$ cat config.mk
export PLATFORM = sky130hd
export DESIGN_NAME = demode_uart_byte_rx
export DESIGN_NICKNAME = d
export VERILOG_FILES = /design/src/rtl/demode_uart_pkg.sv /design/src/rtl/demode_uart_baud_tick.sv /design/src/rtl/demode_uart_byte_rx.sv
export SDC_FILE = /design/constraint.sdc
export NUM_CORES = 1
export LEC_CHECK = 0
export BUFFER_PORTS_ARGS = -buffer_cell sky130_fd_sc_hd__buf_2
export CAP_MARGIN = 15
export CORE_MARGIN = 8
export CORE_UTILIZATION = 40
export CTS_BUF_LIST = sky130_fd_sc_hd__clkbuf_4 sky130_fd_sc_hd__clkbuf_8 sky130_fd_sc_hd__clkbuf_16
export CTS_CLUSTER_DIAMETER = 60
export DETAILED_ROUTE_END_ITERATION = 8
export HOLD_SLACK_MARGIN = 0.06
export PLACE_DENSITY_LB_ADDON = 0.2
export SLEW_MARGIN = 30
export SYNTH_ARGS = -nofsm -noshare
export SYNTH_HDL_FRONTEND = slang
export SYNTH_SLANG_ARGS = --single-unit
$ cat constraint.sdc
create_clock -name aclk -period 1.8 [get_ports aclk]
set_clock_uncertainty 0.15 [all_clocks]
set_input_delay 0 -clock aclk [delete_from_list [all_inputs] [get_ports aclk]]
set_output_delay 0 -clock aclk [all_outputs]
set_load 0.01 [all_outputs]
$ cat src/rtl/demode_uart_pkg.sv
// Shared definitions for the demodulator UART receive path and packet parser.
package demode_uart_pkg;

    // Receiver FSM states.
    typedef enum logic [2:0] {
        ST_IDLE,
        ST_START,
        ST_DATA,
        ST_STOP,
        ST_BRK
    } rx_state_e;

    // Oversample ratio and the centre sub-tick of each bit.
    localparam int OVS        = 16;
    localparam int SAMPLE_MID = 8;

    // Packet framing bytes shared with the parser.
    localparam logic [7:0] PROTO_SOF = 8'h28;
    localparam logic [7:0] PROTO_EOF = 8'h29;
    localparam logic [7:0] PROTO_ESC = 8'h2A;

    // Majority of three samples.
    function automatic logic maj3(input logic a, input logic b, input logic c);
        return (a & b) | (a & c) | (b & c);
    endfunction

endpackage

$ cat src/rtl/demode_uart_baud_tick.sv
// Oversample tick generator: a DIV-clock divider plus a running tick index.
// clr restarts both so that tick 0 lands DIV clocks after the clear cycle.
module demode_uart_baud_tick #(
    parameter int DIV  = 27,
    parameter int IDXW = 8
) (
    input  logic            aclk,
    input  logic            rstn,
    input  logic            clr,
    output logic            tick,
    output logic [IDXW-1:0] tick_idx
);
    localparam int CW = (DIV > 1) ? $clog2(DIV) : 1;

    logic [CW-1:0]   cnt_q, cnt_d;
    logic [IDXW-1:0] idx_q, idx_d;

    // Divider wrap produces a tick; the index advances once per tick.
    always_comb begin
        tick  = (cnt_q == CW'(DIV - 1)) && !clr;
        cnt_d = tick ? '0 : cnt_q + CW'(1);
        idx_d = tick ? idx_q + IDXW'(1) : idx_q;
        if (clr) begin
            cnt_d = '0;
            idx_d = '0;
        end
    end

    // Divider and index registers.
    always_ff @(posedge aclk or negedge rstn) begin
        if (!rstn) begin
            cnt_q <= '0;
            idx_q <= '0;
        end else begin
            cnt_q <= cnt_d;
            idx_q <= idx_d;
        end
    end

    assign tick_idx = idx_q;

endmodule

$ cat src/rtl/demode_uart_byte_rx.sv
// 8N1 serial byte receiver: 16x oversampling, 3-sample majority per bit,
// break lockout after a framing error. Busy falls together with the strobe
// and the data update so the parser can use busy-fall as "byte ready".
module demode_uart_byte_rx
    import demode_uart_pkg::*;
#(
    parameter int CLK_HZ = 50_000_000,
    parameter int BAUD   = 115_200,
    parameter int OVS    = 16
) (
    input  logic       aclk,
    input  logic       rstn,
    input  logic       rx,
    output logic [7:0] m_rx_data,
    output logic       m_rx_busy,
    output logic       m_rx_valid,
    output logic       m_rx_ferr
);
    // Rounded clocks per oversample tick.
    localparam int DIV_RAW = (CLK_HZ + BAUD * (OVS / 2)) / (BAUD * OVS);
    localparam int DIV     = (DIV_RAW < 1) ? 1 : DIV_RAW;

    logic [1:0] sync_q, sync_d;
    logic       rxs;
    rx_state_e  state_q, state_d;
    logic [7:0] shreg_q, shreg_d;
    logic [1:0] smp_q, smp_d;
    logic [7:0] data_q, data_d;
    logic       busy_q, busy_d;
    logic       valid_q, valid_d;
    logic       ferr_q, ferr_d;
    logic       clr;
    logic       tick;
    logic [7:0] tick_idx;
    logic [3:0] bit_idx;
    logic [3:0] sub_idx;
    logic       vote;

    demode_uart_baud_tick #(
        .DIV  (DIV),
        .IDXW (8)
    ) u_tick (
        .aclk     (aclk),
        .rstn     (rstn),
        .clr      (clr),
        .tick     (tick),
        .tick_idx (tick_idx)
    );

    assign bit_idx = tick_idx[7:4];
    assign sub_idx = tick_idx[3:0];
    assign rxs     = sync_q[1];
    assign vote    = maj3(smp_q[0], smp_q[1], rxs);

    // Two-stage synchronizer shift.
    always_comb begin
        sync_d = {sync_q[0], rx};
    end

    // Synchronizer, idle-high out of reset so reset release is not a start bit.
    // NOTE: sequential state uses non-blocking assignments so every flop sees pre-edge values.
    always_ff @(posedge aclk or negedge rstn) begin
        if (!rstn) begin
            sync_q <= 2'b11;
        end else begin
            sync_q <= sync_d;
        end
    end

    // Next-state, sampling and output-strobe logic.
    always_comb begin
        // NOTE: every output is defaulted first so no path can infer a latch.
        state_d = state_q;
        shreg_d = shreg_q;
        smp_d   = smp_q;
        data_d  = data_q;
        busy_d  = busy_q;
        valid_d = 1'b0;
        ferr_d  = 1'b0;
        clr     = 1'b0;
        unique case (state_q)
            ST_IDLE: begin
                clr = 1'b1;
                if (!rxs) state_d = ST_START;
            end
            ST_START, ST_DATA, ST_STOP: begin
                if (tick) begin
                    if (sub_idx == 4'(SAMPLE_MID - 1)) smp_d[0] = rxs;
                    if (sub_idx == 4'(SAMPLE_MID))     smp_d[1] = rxs;
                    if (sub_idx == 4'(SAMPLE_MID + 1)) begin
                        if (state_q == ST_START) begin
                            if (!vote) begin
                                state_d = ST_DATA;
                                busy_d  = 1'b1;
                            end else begin
                                state_d = ST_IDLE;
                            end
                        end else if (state_q == ST_DATA) begin
                            shreg_d = {vote, shreg_q[7:1]};
                            if (bit_idx == 4'd8) state_d = ST_STOP;
                        end else begin
                            busy_d = 1'b0;
                            if (vote) begin
                                data_d  = shreg_q;
                                valid_d = 1'b1;
                                state_d = ST_IDLE;
                            end else begin
                                ferr_d  = 1'b1;
                                state_d = ST_BRK;
                            end
                        end
                    end
                end
            end
            ST_BRK: begin
                clr = 1'b1;
                if (rxs) state_d = ST_IDLE;
            end
            default: state_d = ST_IDLE;
        endcase
    end

    // FSM and datapath registers.
    always_ff @(posedge aclk or negedge rstn) begin
        if (!rstn) begin
            state_q <= ST_IDLE;
            shreg_q <= '0;
            smp_q   <= 2'b11;
            data_q  <= '0;
            busy_q  <= 1'b0;
            valid_q <= 1'b0;
            ferr_q  <= 1'b0;
        end else begin
            state_q <= state_d;
            shreg_q <= shreg_d;
            smp_q   <= smp_d;
            data_q  <= data_d;
            busy_q  <= busy_d;
            valid_q <= valid_d;
            ferr_q  <= ferr_d;
        end
    end

    assign m_rx_data  = data_q;
    assign m_rx_busy  = busy_q;
    assign m_rx_valid = valid_q;
    assign m_rx_ferr  = ferr_q;

endmodule

==> parameters.txt, run 1 <==
Parameter                              Value

Detailed routing
  Pre-antenna DRT Iters ... 4
  Via total after detailed routing ... 1184
  Residual DRC ... 0
  Drt initial violations ... 35
  Detail Route Antenna Nets ... 0
  Total detailed-routing wirelength ... 3.40 mm
  Wire length per cell ... about 14 um
  Mean number of vias per cell ... 4.91

Floorplanning
  Die Outline Area ... 6790 um2
  Placeable core area ... 4290 um2
  Effective utilization at floorplan ... 41.1%
  I/O pin total ... 14
  Floorplan die height ... about 82 um
  Std-Cell Rows ... 24
  Die Span X ... 82.4 um

Setup path
  CP Cell Sequence ... inv_1 -> ha_2 -> and4b_2 -> nand2_4 -> or3_4 -> buf_6 -> mux2_4
  Kind of launch point of the worst setup path ... flip-flop
  WP buf/inv ... 2
  Critical path's top delay family ... simple AND/OR/NAND/NOR gates
  Crit-path max cell delay ... around 0.38 ns
  Class of the most critical setup path ... reg -> reg
  WP data arrival ... 1.99 ns
  Element type at the critical path end ... flip-flop
  Critical path fanouts, max ... 4
  WP data required ... 1.82 ns
  Crit-path slowest cell ... sky130_fd_sc_hd__dfrtp_1

Timing
  Final Max Slew Viols ... 0
  Final Hold Fails ... 0
  Minimum hold slack ... 0.146 ns
  Final number of setup-violating endpoints ... 17
  RSZ-0062 raised after global routing ... true
  Highest achievable clock rate ... 0.508 GHz
  Final worst setup slack ... -0.169 ns
  Final worst-path cycle share ... 109%
  Setup tns final ... -2.50 ns
  Worst relative slew slack ... 61.7%
  Slew @ Worst Pin ... 0.568 ns
  Clock period minus worst slack ... between 1.5 and 2 ns

Synthesis
  Number of different library cells in the post-synthesis netlist ... 35
  Post-synthesis instance total ... between 100 and 150
  Post-synth net total ... roughly 150
  Flop and latch count out of synthesis ... 39
  Dominant combinational cell family by area after synthesis ... simple AND/OR/NAND/NOR gates
  Synth Area in Compound Gates ... 3.48%
  Number of enable flip-flop cells after synthesis ... 0
  Sequential share of the synthesized area ... between 50% and 60%
  Yosys warning total ... 0
  Syn_area_per_cell ... about 12 um2
  Synthesized area ... 1760 um2
  Commonest register cell after synthesis ... sky130_fd_sc_hd__dfrtp_1
  Fraction of synthesized cell area in xor and xnor cells ... 3.97%
  Share of cell area taken by muxes after synthesis ... 13.2%
  Fraction of the mapped netlist area in adder cells ... around 4%
  Post-synthesis async set-or-reset flop share ... between 90% and 100%
  Post-synthesis share of cell area spent on and, or, nand and nor gates ... 16.5%

Placed design
  Port-buffer cells ... 13
  Post-detailed-placement half-perimeter wirelength ... 2.51 mm
  Last weighted congestion value of the routability-driven placer ... 0.825

Clock network
  TritonCTS clock tree ... done
  Number of setup buffers added after CTS ... 0
  Number of buffers added by the clock tree synthesis step ... 5
  Insertion delay to the later sink of the worst-skew pair ... 0.28 ns
  CTS Sinks ... 39
  Buffers from clock root to sink, at most ... 2
  Number of H-tree branching levels ... 2
  Clock-pin transition on the worst setup and hold timing paths ... approximately 0.070 ns
  Clk Tree Root Cell ... sky130_fd_sc_hd__clkbuf_8

Run status
  Outcome ... finished with violations
  Violated checks ... setup timing

Layout
  Fraction of layout cells with a size suffix above 1 ... 44.4%
  Synth-to-layout area growth ... 30.7%
  Number of fill cells in the layout ... between 300 and 400
  Multi-input combinational cell area ... 793 um2
  Net count of the finished layout ... 196
  Register area ... 981 um2
  Ant diodes ... 0

Power and ir drop
  IR Drop Worst-Case VDD ... between 0.4 and 0.5 mV
  Reported leakage power ... 0.00115 uW
  PD cells ... 762 nW/um2

Global routing
  Antenna violations before repair ... 0
  Global-route wire length before repair ... approximately 5.7 mm
  Global routing usage summed across all routing layers ... roughly 11%
  Maximum number of pins on one net before global-route repair ... 40
  GRT Residual Overflow ... 0
  Vias in the first global route ... 1275

Run
  Max Cap Viol ... 0

Hold path
  Class of the tightest hold or removal check ... in -> async
stage by stage:
stage | power (uW) | instance area, um2 | std cells | utilization [%] | worst slack [ns]
after floorplan | 899 | 1790 | 144 | - | -0.185
after global placement | 922 | 2090 | 231 | 48.7 | -0.163
after detailed placement | 923 | 2090 | 231 | 48.7 | -0.194
after CTS | 1780 | 2280 | 241 | 53.0 | -0.175
after global routing | 1830 | 2300 | 241 | 53.7 | -0.220
final | 1760 | 2300 | 241 | 53.7 | -0.169
Yosys cell counts (2+ instances only):
cell | instances | area, um2
sky130_fd_sc_hd__dfrtp_1 | 35 | 876
sky130_fd_sc_hd__nor2_1 | 14 | 52.6
sky130_fd_sc_hd__mux2_2 | 10 | 113
sky130_fd_sc_hd__mux2_4 | 8 | 120
sky130_fd_sc_hd__nand2_1 | 8 | 30.0
sky130_fd_sc_hd__a21oi_1 | 5 | 25.0
sky130_fd_sc_hd__ha_1 | 5 | 62.6
sky130_fd_sc_hd__nand3_1 | 5 | 25.0
sky130_fd_sc_hd__nor3_1 | 5 | 25.0
sky130_fd_sc_hd__xor2_1 | 5 | 43.8
sky130_fd_sc_hd__dfstp_2 | 4 | 105
sky130_fd_sc_hd__inv_1 | 4 | 15.0
sky130_fd_sc_hd__nand4_1 | 3 | 18.8
sky130_fd_sc_hd__nand4b_1 | 3 | 26.3
sky130_fd_sc_hd__nor4_1 | 3 | 18.8
sky130_fd_sc_hd__o21ai_0 | 3 | 15.0
sky130_fd_sc_hd__xnor2_1 | 3 | 26.3
sky130_fd_sc_hd__buf_6 | 2 | 22.5
sky130_fd_sc_hd__clkbuf_1 | 2 | 7.51
sky130_fd_sc_hd__or3_1 | 2 | 12.5
path summary, 6_finish.rpt:
kind                                 start              end  slack (ns)  depth (start not counted)
max                        u_tick.cnt_q[0]     m_rx_data[2]       -0.17                          7
min                                   rstn  u_tick.cnt_q[3]        0.15                          3
max reg2reg                u_tick.cnt_q[0]     m_rx_data[2]       -0.17                          7
min reg2reg                      sync_q[0]        sync_q[1]        0.21                          0
max in group asynchronous             rstn         smp_q[1]        1.01                          3
min in group aclk                       rx        sync_q[0]        0.21                          2
kinds of logic after synthesis:
family,count (synthesis)
and+or+nand+nor,52
DFF,39
muxes,18
AOI/OAI and AO/OA,11
buffers and inverters,10
xor gates and xnor gates,8
adders and majority gates,6
registers in the layout, summed over array words and instances (netlist names):
signal and count:
m_rx_data 8, shreg_q 8, u_tick.tick_idx 8, u_tick.cnt_q 5, state_q 3, smp_q 2
sync_q 2, m_rx_busy 1, m_rx_ferr 1, m_rx_valid 1
tightest hold or removal path, stage by stage:
cell,delay (ns)
sky130_fd_sc_hd__dlygate4sd3_1,0.51
sky130_fd_sc_hd__buf_2,0.09
sky130_fd_sc_hd__buf_4,0.41
report_power, final:
part	switching (uW)	total (uW)	internal [uW]
clock network	279	848	569
registers	0.889	881	880
logic	18.5	26.6	8.06
total	299	1760	1460
layout by cell type (no fill, tap or decap), types with 3 or more instances in the layout:
cell type                  synthesis  layout
sky130_fd_sc_hd__nor2_1           14      14
sky130_fd_sc_hd__dfrtp_1          35      35
sky130_fd_sc_hd__nand4b_1          3       3
sky130_fd_sc_hd__a21oi_1           5       4
sky130_fd_sc_hd__buf_4             0      23
sky130_fd_sc_hd__clkbuf_8          0       5
sky130_fd_sc_hd__inv_1             4       4
sky130_fd_sc_hd__buf_2             1      13
sky130_fd_sc_hd__o21ai_0           3       3
sky130_fd_sc_hd__xnor2_1           3       3
sky130_fd_sc_hd__nor3_1            5       3
sky130_fd_sc_hd__nand3_1           5       5
sky130_fd_sc_hd__xor2_1            5       5
sky130_fd_sc_hd__ha_1              5       4
sky130_fd_sc_hd__buf_6             2       5
sky130_fd_sc_hd__nand4_1           3       3
sky130_fd_sc_hd__mux2_4            8      15
sky130_fd_sc_hd__dfstp_2           4       4
sky130_fd_sc_hd__nand2_1           8       8
sky130_fd_sc_hd__mux2_2           10       3
cell type report:
class | count | share of cell area (%)
flip-flops and latches | 39 | 42.6
multi-input cells | 95 | 34.4
repair buffers | 43 | 13.6
clock buffers | 6 | 3.31
inverters | 4 | 0.651
clock inverters | 2 | 2.61
well taps | 52 | 2.82
layer usage:
layer,global-route usage [%],wire (um),vias up
met5,0,0,-
met4,4.56,29,0
met3,3.79,164,4
met2,19.0,1730,20
met1,11.9,1480,577
li1,-,-,583
repair_timing:
item,4_1_cts,5_1_grt
resized for setup,8,6
setup endpoints to repair,17,20
cloned,0,0
hold buffers,2,0
pin swaps,0,2
endpoints found under the hold margin,40,0
Power figures use the tool's default switching activity.
==> run 2: changes to the inputs <==
--- a/config.mk
+++ b/config.mk
@@ -13,6 +13,7 @@
 export CTS_CLUSTER_DIAMETER = 60
 export DETAILED_ROUTE_END_ITERATION = 8
 export HOLD_SLACK_MARGIN = 0.06
+export MAX_ROUTING_LAYER = met4
 export PLACE_DENSITY_LB_ADDON = 0.2
 export SLEW_MARGIN = 30
 export SYNTH_ARGS = -nofsm -noshare
==> run 2 against run 1 <==
Compared with the run above:
- the run still ends with setup timing left
- cell count stayed put
- sequential power hardly changed
- register-to-register slack hardly changed
- critical path depth stayed put
- utilization stayed put
- clock-buffer cell count stayed put
- largest power group unchanged
- worst setup slack hardly changed
- combinational power hardly changed
==> parameters.txt, run 2 (same netlist as run 1, synthesis figures left out) <==
Parameter                              Value

Run status
  Outcome ... finished with violations
  Violated checks ... setup timing

Floorplanning
  Die Outline Area ... 6790 um2
  Effective utilization at floorplan ... around 41%
  Floorplan die height ... 82.4 um
  Placeable core area ... 4290 um2
  Die Span X ... about 80 um
  Std-Cell Rows ... 24
  I/O pin total ... 14

Timing
  Minimum hold slack ... roughly 0.15 ns
  Final Max Slew Viols ... 0
  Final Hold Fails ... 0
  Clock period minus worst slack ... ~2.0 ns
  Worst relative slew slack ... about 62%
  Setup tns final ... -2.50 ns
  Final worst setup slack ... -0.169 ns
  RSZ-0062 raised after global routing ... true
  Highest achievable clock rate ... between 0.5 and 0.6 GHz
  Final worst-path cycle share ... 109%
  Slew @ Worst Pin ... 0.565 ns
  Final number of setup-violating endpoints ... 17

Layout
  Synth-to-layout area growth ... 30.7%
  Net count of the finished layout ... 196
  Ant diodes ... 0
  Fraction of layout cells with a size suffix above 1 ... 44.4%
  Layout Cell Area excl Fill ... 2300 um2
  Most common library cell in the layout ignoring fill and taps ... sky130_fd_sc_hd__dfrtp_1
  Leading cell types in the layout, fill and taps excluded ... sky130_fd_sc_hd__dfrtp_1, sky130_fd_sc_hd__buf_4, sky130_fd_sc_hd__mux2_4
  Number of fill cells in the layout ... roughly 380

Detailed routing
  Via total after detailed routing ... 1184
  Residual DRC ... 0
  Detail Route Antenna Nets ... 0
  Mean number of vias per cell ... 4.91
  Drt initial violations ... 40
  Pre-antenna DRT Iters ... 4
  Wire length per cell ... between 10 and 15 um
  Total detailed-routing wirelength ... roughly 3.4 mm

Setup path
  WP data arrival ... between 1.5 and 2 ns
  WP data required ... around 1.8 ns
  Crit-path max cell delay ... 0.38 ns
  Crit-path slowest cell ... sky130_fd_sc_hd__dfrtp_1
  Depth of the worst register-to-register path ... 7
  Element type at the critical path end ... flip-flop
  Critical path fanouts, max ... 4
  Crit path launch ... u_tick.cnt_q[0]
  Kind of launch point of the worst setup path ... flip-flop
  CP Cell Sequence ... inv_1 -> ha_2 -> and4b_2 -> nand2_4 -> or3_4 -> buf_6 -> mux2_4
  Class of the most critical setup path ... reg -> reg
  Worst reg2reg setup slack ... -0.17 ns
  R2r startpoint ... u_tick.cnt_q[0]
  R2R Path End ... m_rx_data[2]

Clock network
  Clock-pin transition on the worst setup and hold timing paths ... approximately 0.070 ns
  Number of buffers added by the clock tree synthesis step ... 5
  Number of H-tree branching levels ... 2
  Insertion delay to the later sink of the worst-skew pair ... about 0.28 ns
  Buffers from clock root to sink, at most ... 2
  CTS Sinks ... 39
  TritonCTS clock tree ... done
  Clk Tree Root Cell ... sky130_fd_sc_hd__clkbuf_8
  Number of setup buffers added after CTS ... 0

Global routing
  Maximum number of pins on one net before global-route repair ... 40
  Global-route wire length before repair ... between 5 and 6 mm
  GRT Residual Overflow ... 0
  Vias in the first global route ... roughly 1300
  Global routing usage summed across all routing layers ... about 11%
  Antenna violations before repair ... 0

Placed design
  Port-buffer cells ... 13
  Post-detailed-placement half-perimeter wirelength ... ~2.5 mm
  Dpl cell area ... 2090 um2
  Place WS ... -0.194 ns
  Last weighted congestion value of the routability-driven placer ... 0.838

Power and ir drop
  Reported leakage power ... between 0.001 and 0.0015 uW
  IR Drop Worst-Case VDD ... between 0.4 and 0.5 mV
  PD cells ... 762 nW/um2
  Total power draw ... 1760 uW

Run
  Max Cap Viol ... 0

Hold path
  Class of the tightest hold or removal check ... in -> async
-- run 2: per-layer routing --
layer | track usage (%) | wire length [um] | up-vias
met5 | - | 0 | -
met4 | 4.56 | 40 | 0
met3 | 4.11 | 159 | 6
met2 | 19.0 | 1720 | 17
met1 | 11.9 | 1480 | 578
li1 | - | - | 583
-- run 2: worst max-delay path by stage --
stage	depth (start not counted)	end	slack, ns
4_1_cts	7	m_rx_data[0]	-0.17
2_1_floorplan	8	m_rx_data[0]	-0.18
3_3_place_gp	7	m_rx_data[3]	-0.16
6_report	7	m_rx_data[2]	-0.17
5_1_grt	7	m_rx_data[1]	-0.22
3_5_place_dp	7	m_rx_data[0]	-0.19
-- run 2: stage by stage --
stage	std cells	utilization, %
after floorplan	144	-
after global routing	241	53.7
after detailed placement	231	48.7
final	241	53.7
after global placement	231	48.7
after CTS	241	53.0
-- run 2: layout make-up --
| type | instances | area [um2] | share of cell area (%) |
|---|---|---|---|
| Multi-Input combinational cell | 95 | 793 | 34.4 |
| Inverter | 4 | 15.0 | 0.651 |
| Tap cell | 52 | 65.1 | 2.82 |
| Clock buffer | 6 | 76.3 | 3.31 |
| Timing Repair Buffer | 43 | 314 | 13.6 |
| Sequential cell | 39 | 981 | 42.6 |
| Clock inverter | 2 | 60.1 | 2.61 |
-- run 2: power breakdown --
group          internal [uW]  switching (uW)
combinational           8.06            18.5
sequential               880           0.889
clock                    569             279
total                   1460             298
-- run 2: critical path, delay by kind of cell, from the launching register on --
family,cells,cell delay (ns)
fa+ha+maj,1,0.17
buf+inv,2,0.20
simple gates,3,0.65
flops,1,0.38
mux,1,0.29
-- run 2: repair_timing --
item	CTS	global route
hold buffers	2	0
pin swaps	0	2
cloned	0	0
endpoints found under the setup margin	17	20
resized for setup	8	6
endpoints found under the hold margin	40	0
